--- src/rtl/decimating_averager.sv ---
// Boxcar decimator: averages blocks of 2^k signed samples and emits one mean
// per block with a one-cycle strobe, so that downstream logic can run at the
// decimated rate.
module decimating_averager #(
    parameter int WIDTH               = 14,
    parameter int LOG2_MAX_DECIMATION = 8,
    parameter int KW                  = $clog2(LOG2_MAX_DECIMATION + 1)
) (
    input  logic             clk_i,
    input  logic             rst_i,
    input  logic [KW-1:0]    log2_decimation_i,
    input  logic             restart_i,
    input  logic [WIDTH-1:0] data_i,
    output logic [WIDTH-1:0] data_o,
    output logic             ce_o
);

    localparam int AW = WIDTH + LOG2_MAX_DECIMATION;
    localparam int CW = LOG2_MAX_DECIMATION;

    logic signed [AW-1:0] acc_q, acc_d;
    logic [CW-1:0]        cnt_q, cnt_d;
    logic [KW-1:0]        k_act_q, k_act_d;
    logic [WIDTH-1:0]     data_o_q, data_o_d;
    logic                 ce_o_q, ce_o_d;

    logic [KW-1:0]        k_req;
    logic [KW-1:0]        k_cur;
    logic                 block_start;
    logic [CW:0]          span;
    logic [CW-1:0]        last_cnt;
    logic signed [AW-1:0] data_ext;
    logic signed [AW-1:0] acc_base;
    logic signed [AW-1:0] sum;
    logic                 block_end;

    // Clamp the request, pick the k governing this cycle, and form the running sum.
    always_comb begin
        if (log2_decimation_i > KW'(LOG2_MAX_DECIMATION)) begin
            k_req = KW'(LOG2_MAX_DECIMATION);
        end else begin
            k_req = log2_decimation_i;
        end
        // A block start (or restart) uses the fresh request right away so that
        // k = 0 can close a block on its very first sample.
        block_start = (cnt_q == '0) || restart_i;
        k_cur       = block_start ? k_req : k_act_q;
        span        = (CW + 1)'(1) << k_cur;
        last_cnt    = CW'(span - (CW + 1)'(1));
        data_ext    = {{LOG2_MAX_DECIMATION{data_i[WIDTH-1]}}, data_i};
        acc_base    = restart_i ? '0 : acc_q;
        sum         = acc_base + data_ext;
        // After a restart the current sample is sample 0, so the count compared
        // is zero rather than the stale pre-restart value.
        block_end   = restart_i ? (k_req == '0) : (cnt_q == last_cnt);
    end

    // Next-state: accumulate, or close the block and publish the floored mean.
    always_comb begin
        k_act_d  = block_start ? k_req : k_act_q;
        data_o_d = data_o_q;
        ce_o_d   = 1'b0;
        if (block_end) begin
            data_o_d = WIDTH'(sum >>> k_cur);
            ce_o_d   = 1'b1;
            acc_d    = '0;
            cnt_d    = '0;
        end else begin
            acc_d = sum;
            cnt_d = restart_i ? CW'(1) : cnt_q + CW'(1);
        end
    end

    // State and output registers.
    always_ff @(posedge clk_i or posedge rst_i) begin
        if (rst_i) begin
            acc_q    <= '0;
            cnt_q    <= '0;
            k_act_q  <= '0;
            data_o_q <= '0;
            ce_o_q   <= 1'b0;
        end else begin
            acc_q    <= acc_d;
            cnt_q    <= cnt_d;
            k_act_q  <= k_act_d;
            data_o_q <= data_o_d;
            ce_o_q   <= ce_o_d;
        end
    end

    assign data_o = data_o_q;
    assign ce_o   = ce_o_q;

endmodule

--- config.mk ---
export PLATFORM = sky130hd
export DESIGN_NAME = decimating_averager
export DESIGN_NICKNAME = d
export VERILOG_FILES = /design/src/rtl/decimating_averager.sv
export SDC_FILE = /design/constraint.sdc
export NUM_CORES = 1
export LEC_CHECK = 0
export CORE_ASPECT_RATIO = 0.75
export CORE_UTILIZATION = 45
export CTS_BUF_LIST = sky130_fd_sc_hd__clkbuf_8
export DETAILED_ROUTE_END_ITERATION = 16
export DONT_BUFFER_PORTS = 1
export GPL_TIMING_DRIVEN = 0
export PLACE_DENSITY = 0.7
export SLEW_MARGIN = 10
export SYNTH_ARGS = -nofsm -noshare
export SYNTH_HDL_FRONTEND = slang
export SYNTH_SLANG_ARGS = --single-unit
--- constraint.sdc ---
create_clock -name clk_i -period 5.4 [get_ports clk_i]
set_input_delay 1.62 -clock clk_i [delete_from_list [all_inputs] [get_ports clk_i]]
set_output_delay 1.62 -clock clk_i [all_outputs]
set_load 0.01 [all_outputs]
==> Word level (Yosys, flattened, before mapping) <==
Cells that the tools add are included.
{ "classes": {"n_addsub": 3, "order_cmp": 1, "eq_ne": 1, "shifts": 2, "muxes": 8, "reduce_logical": 3} }
{ "op_table": {"columns": ["operator", "n"], "rows": [
  ["$mux 22", 2],
  ["$add 22x14->22", 1],
  ["$sshr 22x4->14", 1],
  ["$mux 8", 2],
  ["$add 8x1->8 const B", 1],
  ["$eq 8x8->1", 1],
  ["$logic_not 8->1", 1],
  ["$mux 4", 2],
  ["$shl 1x4->8 const A", 1],
  ["$sub 8x1->8 const B", 1],
  ["$gt 4x4->1 const B", 1],
  ["$logic_not 4->1", 1],
  ["$mux 1", 2],
  ["$logic_or 1x1->1", 1]
]} }
{ "word_totals": {"register_bits": 49, "output_inout_bits": 15} }

==> Depth between registers and ports, before layout <==
Gate-level depths: netlist of run 1.
{ "depth": {"depth_word": 8, "mapped_depth": 22} }

==> Worst setup path before layout of run 1 <==
No wires, ideal clock.
{ "synth_path": {"path_kind": "input-to-reg", "from": "input restart_i", "to": "register data_o_q[12], in the netlist data_o[12]", "t_arrival_ps": 4601, "required_ps": 5275, "path_slack_ps": 675, "cell_stages": 15, "path_cell_list": "a31o_1 -> buf_6 -> mux2i_2 -> inv_1 -> clkbuf_1 -> nor2_1 -> nand2_1 -> ha_1 -> buf_1 -> xnor2_1 -> a2111o_1 -> a211oi_1 -> a32o_2 -> buf_6 -> mux2_2"} }
{ "synth_via": {"elab_chain_cells": 6} }
{ "synth_rtl": {"columns": ["item", "line_no", "text"], "rows": [
  ["start, declared", "12", "input logic restart_i,"],
  ["parallel branches: the longest is 6 deep, another holds $add 22x14->22", null, null],
  ["end signal, assigned", "86", "data_o_q <= data_o_d;"],
  ["end, declared", "24", "logic [WIDTH-1:0] data_o_q, data_o_d;"]
]} }
Parallel ways; which one is timed is not known.
A chain may end at the register's enable or synchronous reset.

==> Worst setup path in the final report of run 1 <==
{ "layout_path": {"from": "input restart_i", "to": "register data_o_q[13], in the netlist data_o[13]"} }
The elaborated chain is that of the path after synthesis.

==> results of run 1 <==
[power breakdown]
group	switching [mW]	internal (mW)	leakage, nW
logic	0.800	0.479	1.34
clock network	0.126	0.100	0.0485
registers	0.0847	0.500	0.591
total	1.01	1.08	1.98
[critical path, cell delays in order]
cell and delay, ns:
clkbuf_1 0.37, nor2b_1 0.11, ha_1 0.36, a211oi_1 0.45
o211ai_1 0.29, a22oi_1 0.37, o211ai_1 0.24, xnor2_1 0.38
o21ai_0 0.27, a221oi_2 0.48, mux2i_1 0.13, mux2_2 0.29
[Yosys cell counts, drive strengths merged, types with 3 or more instances]
cell type	instances	share of area
or3	3	0.0042
o221ai	3	0.0073
nand3	19	0.021
nor2	59	0.052
dfrtp	49	0.28
nand4	5	0.0070
o22ai	5	0.0070
clkbuf	17	0.015
o2111ai	3	0.0059
mux2i	21	0.049
a211oi	11	0.020
and2	4	0.0056
and3	5	0.0070
o21ai	19	0.021
buf	9	0.015
nand2	46	0.039
o211a	4	0.0090
inv	14	0.012
or4	3	0.0051
nor3	11	0.012
o211ai	17	0.029
mux2	7	0.019
a22o	3	0.0059
a31oi	7	0.0099
a22oi	11	0.019
xor2	13	0.026
a41oi	3	0.0059
ha	24	0.068
nor4b	4	0.0079
a21oi	39	0.044
xnor2	16	0.032
o21a	6	0.010
a221oi	3	0.0059
nor2b	33	0.046
and4	3	0.0059
[path summary, 6_finish.rpt]
path,startpoint,end,depth (start not counted)
max reg2reg,cnt_q[2]$_DFF_PP0_,acc_q[13]$_DFF_PP0_,16
min in group asynchronous,rst_i,ce_o$_DFF_PP0_,1
min reg2reg,data_o[11]$_DFFE_PP0P_,data_o[11]$_DFFE_PP0P_,1
max,restart_i,data_o[13]$_DFFE_PP0P_,12
max in group asynchronous,rst_i,acc_q[19]$_DFF_PP0_,2
min,data_o[11]$_DFFE_PP0P_,data_o[11]$_DFFE_PP0P_,1
[stage by stage]
| step | TNS (ns) | instance area, um^2 | std cells | hold WS, ns | setup slack [ns] |
|---|---|---|---|---|---|
| after floorplan | 0 | 4440 | 535 | 0.530 | 0.675 |
| after CTS | 0 | 4710 | 671 | 0.580 | 0.0757 |
| final | 0 | 4730 | 671 | 0.572 | 0.216 |
| after global placement | -0.476 | 4600 | 663 | 0.549 | -0.0692 |
| after detailed placement | -1.56 | 4620 | 664 | 0.548 | -0.249 |
| after global routing | 0 | 4730 | 671 | 0.595 | 0.0469 |
[layer usage]
layer	GRT usage	vias up	wire length, um
met5	0	-	0
met1	0.377	2056	5820
li1	-	2011	-
met3	0.0491	26	1260
met2	0.399	222	5470
met4	0.0610	0	170
[state kept, by name, summed over array words and instances, names as in the netlist]
signal,flops
acc_q,22
data_o,14
cnt_q,8
k_act_q,4
ce_o,1
[logic make-up after synthesis]
group                      synth area share
and+or+nand+nor                       0.224
AOI/OAI and AO/OA                     0.254
muxes                                0.0727
buffers and inverters                0.0431
xor gates and xnor gates             0.0572
adders and majority gates            0.0721
DFF                                   0.276
[cell type report]
cell class / instances / area (um^2) / share of cell area
sequential: 49 / 1230 / 0.259
tap: 128 / 160 / 0.0339
buffer: 26 / 131 / 0.0278
timing repair buffer: 1 / 20.0 / 0.00424
inverter: 16 / 61.3 / 0.0130
clock buffer: 6 / 82.6 / 0.0175
multi-input combinational: 444 / 3040 / 0.643
clock inverter: 1 / 3.75 / 0.000794
[cells in the final DEF, fill, tap and decap left out, types with 6 or more instances in the layout]
cell	n
mux2i_1	19
inv_1	14
ha_1	24
nor2b_1	33
a31oi_1	7
xor2_1	13
a21oi_1	39
clkbuf_8	6
clkbuf_1	15
nor3_1	11
dfrtp_1	49
a22oi_1	11
mux2_2	6
nand2_1	46
o21a_1	6
o21ai_0	16
xnor2_1	16
nor2_1	57
a211oi_1	10
o211ai_1	17
nand3_1	19
==> impl_metrics.py, run 1 <==
metrics = {
    "logic_synthesis": {
        "async_flop_share": 1.00,
        "synth_fp_nets": 581,
        "synthCells": 535,
        "avgSynthCellArea_um2": 8.30,
        "syn_area_um2": 4440,
        "synth_edf_count": 0,
        "ys_ff_latch": 49,
        "ys.flop_type": "dfrtp_1",
        "synth_cell_types": 74,
        "ys_seq_area_frac": 0.276,
        "ys_warn_count": 0,
    },
    "timing": {
        "rsz0062_at_grt": "false",
        "fin_crit_ns": 5.18,
        "maxSlewHeadroom": 0.526,
        "finalSetupViolCount": 0,
        "maxSlewViolCount": 0,
        "skew_ns": 0.0103,
        "hold_viol_final": 0,
        "worst_slew_pin_slew_ns": 0.706,
        "fmax_mhz": 193,
        "fin_crit_sh": 0.960,
    },
    "global_route": {
        "antenna_found_initial": 0,
        "grtUsageTotal": 0.260,
        "grt-ovfl-total": 0,
        "grt_pass1_vias": 3994,
        "grt_max_degree": 27,
        "grt_pass1_wl_mm": 20.6,
    },
    "route": {
        "wl_per_cell_um": 19.0,
        "drt_first_pass_iters": 9,
        "postRouteAntennaNets": 0,
        "route.vias.total": 4315,
        "wirelength_mm": 12.7,
        "drcViolationCount": 0,
        "dr.first_iter.drc_count": 608,
        "viasPerCell": 6.43,
    },
    "clocking": {
        "numCtsBuffers": 5,
        "cts_setup_buffers": 0,
        "cts_resized": 0,
        "cts_tree": "done",
        "clock_path_buffers": 2,
        "path_clk_slew_ns": 0.08,
        "cts-root-buf": "clkbuf_8",
        "cts_hold_buf": 0,
        "worstSkewPairLatency_ns": 0.31,
        "numClockSinks": 49,
        "htreeDepth": 2,
    },
    "pwr": {
        "power_density_nw_per_um2": 442,
        "power_mw": 2.09,
        "vdd_drop_max_v": 0.000212,
        "p_leak_nw": 1.98,
    },
    "layout": {
        "area_growth_syn_to_layout_pct": 6.42,
        "post_route_cells_drive_above_1_share": 0.0737,
        "antenna_cells": 0,
        "fin_util": 0.508,
        "nets": 589,
        "num-fill-cells": 907,
    },
    "critical_path": {
        "r2r_slack_ns": 0.68,
        "cp.required_ns": 5.60,
        "start_kind": "primary input",
        "crit_path_end_kind": "flip-flop",
        "path_class": "in2reg",
        "cp_max_fo": 10,
        "worstPathArrival_ns": 5.38,
    },
    "floorplanning": {
        "die_area_um2": 10300,
        "rows": 30,
        "chipHeight_um": 88.0,
        "start_util": 0.477,
        "fp.dieW_um": 117,
        "ios": 36,
        "coreArea_um2": 9310,
    },
    "min_path": {
        "min_path_type": "reg2reg",
    },
    "placement": {
        "dp_hpwl_mm": 9.77,
        "place_congestion": 0.974,
        "numPortBuffers": 0,
    },
    "job": {
        "drv_cap": 0,
    },
    "run_status": {
        "status": "finished, final reports clean",
    },
}
Note: power is estimated with default switching activity, not from simulation.
==> inputs of run 2 (changes only) <==
--- a/config.mk
+++ b/config.mk
@@ -5,12 +5,14 @@
 export SDC_FILE = /design/constraint.sdc
 export NUM_CORES = 1
 export LEC_CHECK = 0
+export ABC_AREA = 1
 export CORE_ASPECT_RATIO = 0.75
 export CORE_UTILIZATION = 45
 export CTS_BUF_LIST = sky130_fd_sc_hd__clkbuf_8
 export DETAILED_ROUTE_END_ITERATION = 16
 export DONT_BUFFER_PORTS = 1
 export GPL_TIMING_DRIVEN = 0
+export HOLD_SLACK_MARGIN = 0.08
 export PLACE_DENSITY = 0.7
 export SLEW_MARGIN = 10
 export SYNTH_ARGS = -nofsm -noshare
==> run 2 against run 1 <==
Effect of this change: count of clock-buffer cells in the layout is 1 lower; worst setup slack better by 0.87 ns; utilization is 0.90 points lower; maximum frequency is 20% higher; critical path type unchanged; largest power group unchanged.
==> impl_metrics.py, run 2 <==
metrics = {
    "run_status": {
        "status": "finished, final reports clean",
    },
    "global_route": {
        "grtUsageTotal": 0.255,
        "grt_max_degree": 33,
        "grt-ovfl-total": 0,
        "antenna_found_initial": 0,
        "grt_pass1_vias": 4583,
        "grt_pass1_wl_mm": 22.5,
    },
    "route": {
        "drt_first_pass_iters": 5,
        "wirelength_mm": 13.6,
        "dr.first_iter.drc_count": 502,
        "route.vias.total": 5091,
        "highest_layer": "met4",
        "postRouteAntennaNets": 0,
        "wl_per_cell_um": 13.9,
        "routed-wl-met3_mm": 1.08,
        "viasPerCell": 5.21,
        "wl_met1_mm": 6.88,
        "dr_wl_met2_mm": 5.56,
        "drcViolationCount": 0,
    },
    "layout": {
        "layout_commonest_cell": "nand2_1",
        "seqCellArea_um2": 1230,
        "antenna_cells": 0,
        "area_growth_syn_to_layout_pct": 6.25,
        "num-fill-cells": 1152,
        "multi_input_area_um2": 3030,
        "design_area_um2": 5190,
        "regMostFlops": "acc_q",
        "post_route_cells_drive_above_1_share": 0.0583,
        "largest_register_ffs": 22,
        "final_cell_mix": "nand2_1 (290), nand3_1 (137), inv_1 (130)",
        "nets": 886,
    },
    "logic_synthesis": {
        "ys_seq_area_frac": 0.251,
        "synth.most_common_cell": "nand2_1",
        "synth.area.top_cells": "dfrtp_1 (25%), nand2_1 (22%), nand3_1 (14%)",
        "ys_ff_latch": 49,
        "synth_top_area_cell": "dfrtp_1",
        "synthCells": 832,
        "ys.flop_type": "dfrtp_1",
        "avgSynthCellArea_um2": 5.87,
        "synth_top_area_share": 0.251,
        "netlist_top_cells_count": "nand2_1 (290), nand3_1 (137), inv_1 (131)",
        "syn_area_um2": 4890,
        "synth_fp_nets": 878,
        "synth_cell_types": 37,
        "async_flop_share": 1.00,
        "synth_edf_count": 0,
        "ys_warn_count": 0,
    },
    "placement": {
        "dp_slack_ns": 0.814,
        "place_congestion": 0.922,
        "numPortBuffers": 0,
        "dp_hpwl_mm": 11.0,
        "post_dp_cell_area_um2": 5080,
    },
    "timing": {
        "fmax_mhz": 232,
        "maxSlewViolCount": 0,
        "setup_tns_ns": 0,
        "finalSetupViolCount": 0,
        "timing.hold.ws_ns": 0.532,
        "fin_crit_sh": 0.799,
        "rsz0062_at_grt": "false",
        "worst_slack_ns": 1.09,
        "skew_ns": 0.0160,
        "maxSlewHeadroom": 0.611,
        "hold_viol_final": 0,
        "fin_crit_ns": 4.31,
        "worst_slew_pin_slew_ns": 0.584,
    },
    "floorplanning": {
        "ios": 36,
        "die_area_um2": 11300,
        "start_util": 0.469,
        "coreArea_um2": 10400,
        "chipHeight_um": 92.2,
        "rows": 32,
        "fp.dieW_um": 122,
    },
    "min_path": {
        "whs_path_depth": 1,
        "hold_start": "cnt_q[0]$_DFF_PP0_",
        "whs_endpoint": "cnt_q[0]$_DFF_PP0_",
        "min_path_type": "reg2reg",
    },
    "clocking": {
        "path_clk_slew_ns": 0.10,
        "cts_tree": "done",
        "worstSkewPairLatency_ns": 0.33,
        "numClockSinks": 49,
        "clock_path_buffers": 2,
        "cts-root-buf": "clkbuf_8",
        "cts_resized": 0,
        "numCtsBuffers": 5,
        "cts_setup_buffers": 0,
        "cts_hold_buf": 0,
        "htreeDepth": 2,
    },
    "pwr": {
        "power_density_nw_per_um2": 384,
        "sequentialPowerShare": 0.284,
        "p_leak_nw": 3.01,
        "p_switching_mw": 0.979,
        "vdd_drop_max_v": 0.000160,
        "power_mw": 1.99,
        "clkPwrFrac": 0.143,
        "p_comb_frac": 0.573,
        "internal_power_mw": 1.01,
        "p_sw_frac": 0.491,
    },
    "critical_path": {
        "slowest_stage": "fa_1",
        "r2r-end": "acc_q[3]$_DFF_PP0_",
        "path_buf_inv": 2,
        "cpMostUsedCell": "nand2_1",
        "path_cells": "clkbuf_1 -> nor2_1 -> fa_1 -> nand3_1 -> nand3_1 -> nand2_1 -> nand2_1 -> xnor2_1 -> o21ai_0 -> or2_2 -> nand3_1 -> nand2_1 -> inv_1 -> nand2_1 -> nand2_1 -> nand2_1",
        "crit_family": "simple AND/OR/NAND/NOR gates",
        "start_kind": "primary input",
        "r2r-start": "cnt_q[0]$_DFF_PP0_",
        "r2r_slack_ns": 2.04,
        "worstRegToRegCells": 21,
        "cp_max_fo": 10,
        "cp.required_ns": 5.63,
        "crit_path_end_kind": "flip-flop",
        "path_class": "in2reg",
        "critPathMaxStageDelay_ns": 0.53,
        "worstPathArrival_ns": 4.54,
    },
    "job": {
        "drv_cap": 0,
    },
}
run 2: changes by cell type in the layout (fill, tap and decap cells not counted), moves of 15 or more:
cell	previous run	this run
nor2_1	57	82
nand2_1	46	290
mux2i_1	19	0
nand3_1	19	137
o211ai_1	17	2
nor2b_1	33	0
inv_1	14	130
a21oi_1	39	20
run 2: worst max-delay path by stage:
stage / depth (start not counted) / endpoint / startpoint
after CTS: 16 / data_o[2]$_DFFE_PP0P_ / restart_i
final: 16 / data_o[2]$_DFFE_PP0P_ / restart_i
after floorplan: 16 / data_o[6]$_DFFE_PP0P_ / restart_i
after detailed placement: 16 / data_o[2]$_DFFE_PP0P_ / restart_i
after global routing: 16 / data_o[2]$_DFFE_PP0P_ / restart_i
after global placement: 16 / data_o[2]$_DFFE_PP0P_ / restart_i
run 2: layout make-up:
class | instances | area share
Buffer | 21 | 0.0212
Clock buffer | 5 | 0.0133
Clock inverter | 3 | 0.00892
Inverter | 138 | 0.101
Multi-Input combinational cell | 624 | 0.583
Sequential cell | 49 | 0.236
Tap cell | 136 | 0.0328
Timing Repair Buffer | 1 | 0.00386
run 2: worst reg2reg max path, delay by kind of cell (launching register included):
kind            cells  cell delay (ns)
simple gates       13             1.51
flops               1             0.42
xor+xnor            1             0.17
fa+ha+maj           2             0.47
buf+inv             4             0.56
compound gates      1             0.11
run 2: metal layers:
| metal | vias to the layer above | track usage |
|---|---|---|
| met4 | 0 | 0.0315 |
| met3 | 9 | 0.0535 |
| met2 | 169 | 0.377 |
| li1 | 2608 | - |
| met1 | 2305 | 0.384 |
| met5 | - | 0 |
run 2: kinds of logic (layout without fill, tap and decap cells):
| group | after synthesis | in the layout | synth area share |
|---|---|---|---|
| adder cells (fa/ha/maj) | 25 | 25 | 0.0656 |
| XOR/XNOR | 13 | 13 | 0.0233 |
| flip-flops | 49 | 49 | 0.251 |
| AO/OA/AOI/OAI | 38 | 38 | 0.0430 |
| AND/OR/NAND/NOR | 548 | 548 | 0.488 |
| buffers and inverters | 159 | 168 | 0.130 |
run 2: through the flow:
step	cells	utilization
6_report	977	0.499
5_1_grt	977	0.499
4_1_cts	977	0.499
3_5_place_dp	969	0.488
3_3_place_gp	968	0.486
2_1_floorplan	832	-
run 2: power by group through the flow:
stage	clock (mW)	combinational (mW)	sequential (mW)
2_1_floorplan	0	0.885	0.557
3_3_place_gp	0	1.11	0.572
3_5_place_dp	0	1.12	0.576
4_1_cts	0.295	1.13	0.567
5_1_grt	0.305	1.31	0.580
6_report	0.285	1.14	0.565
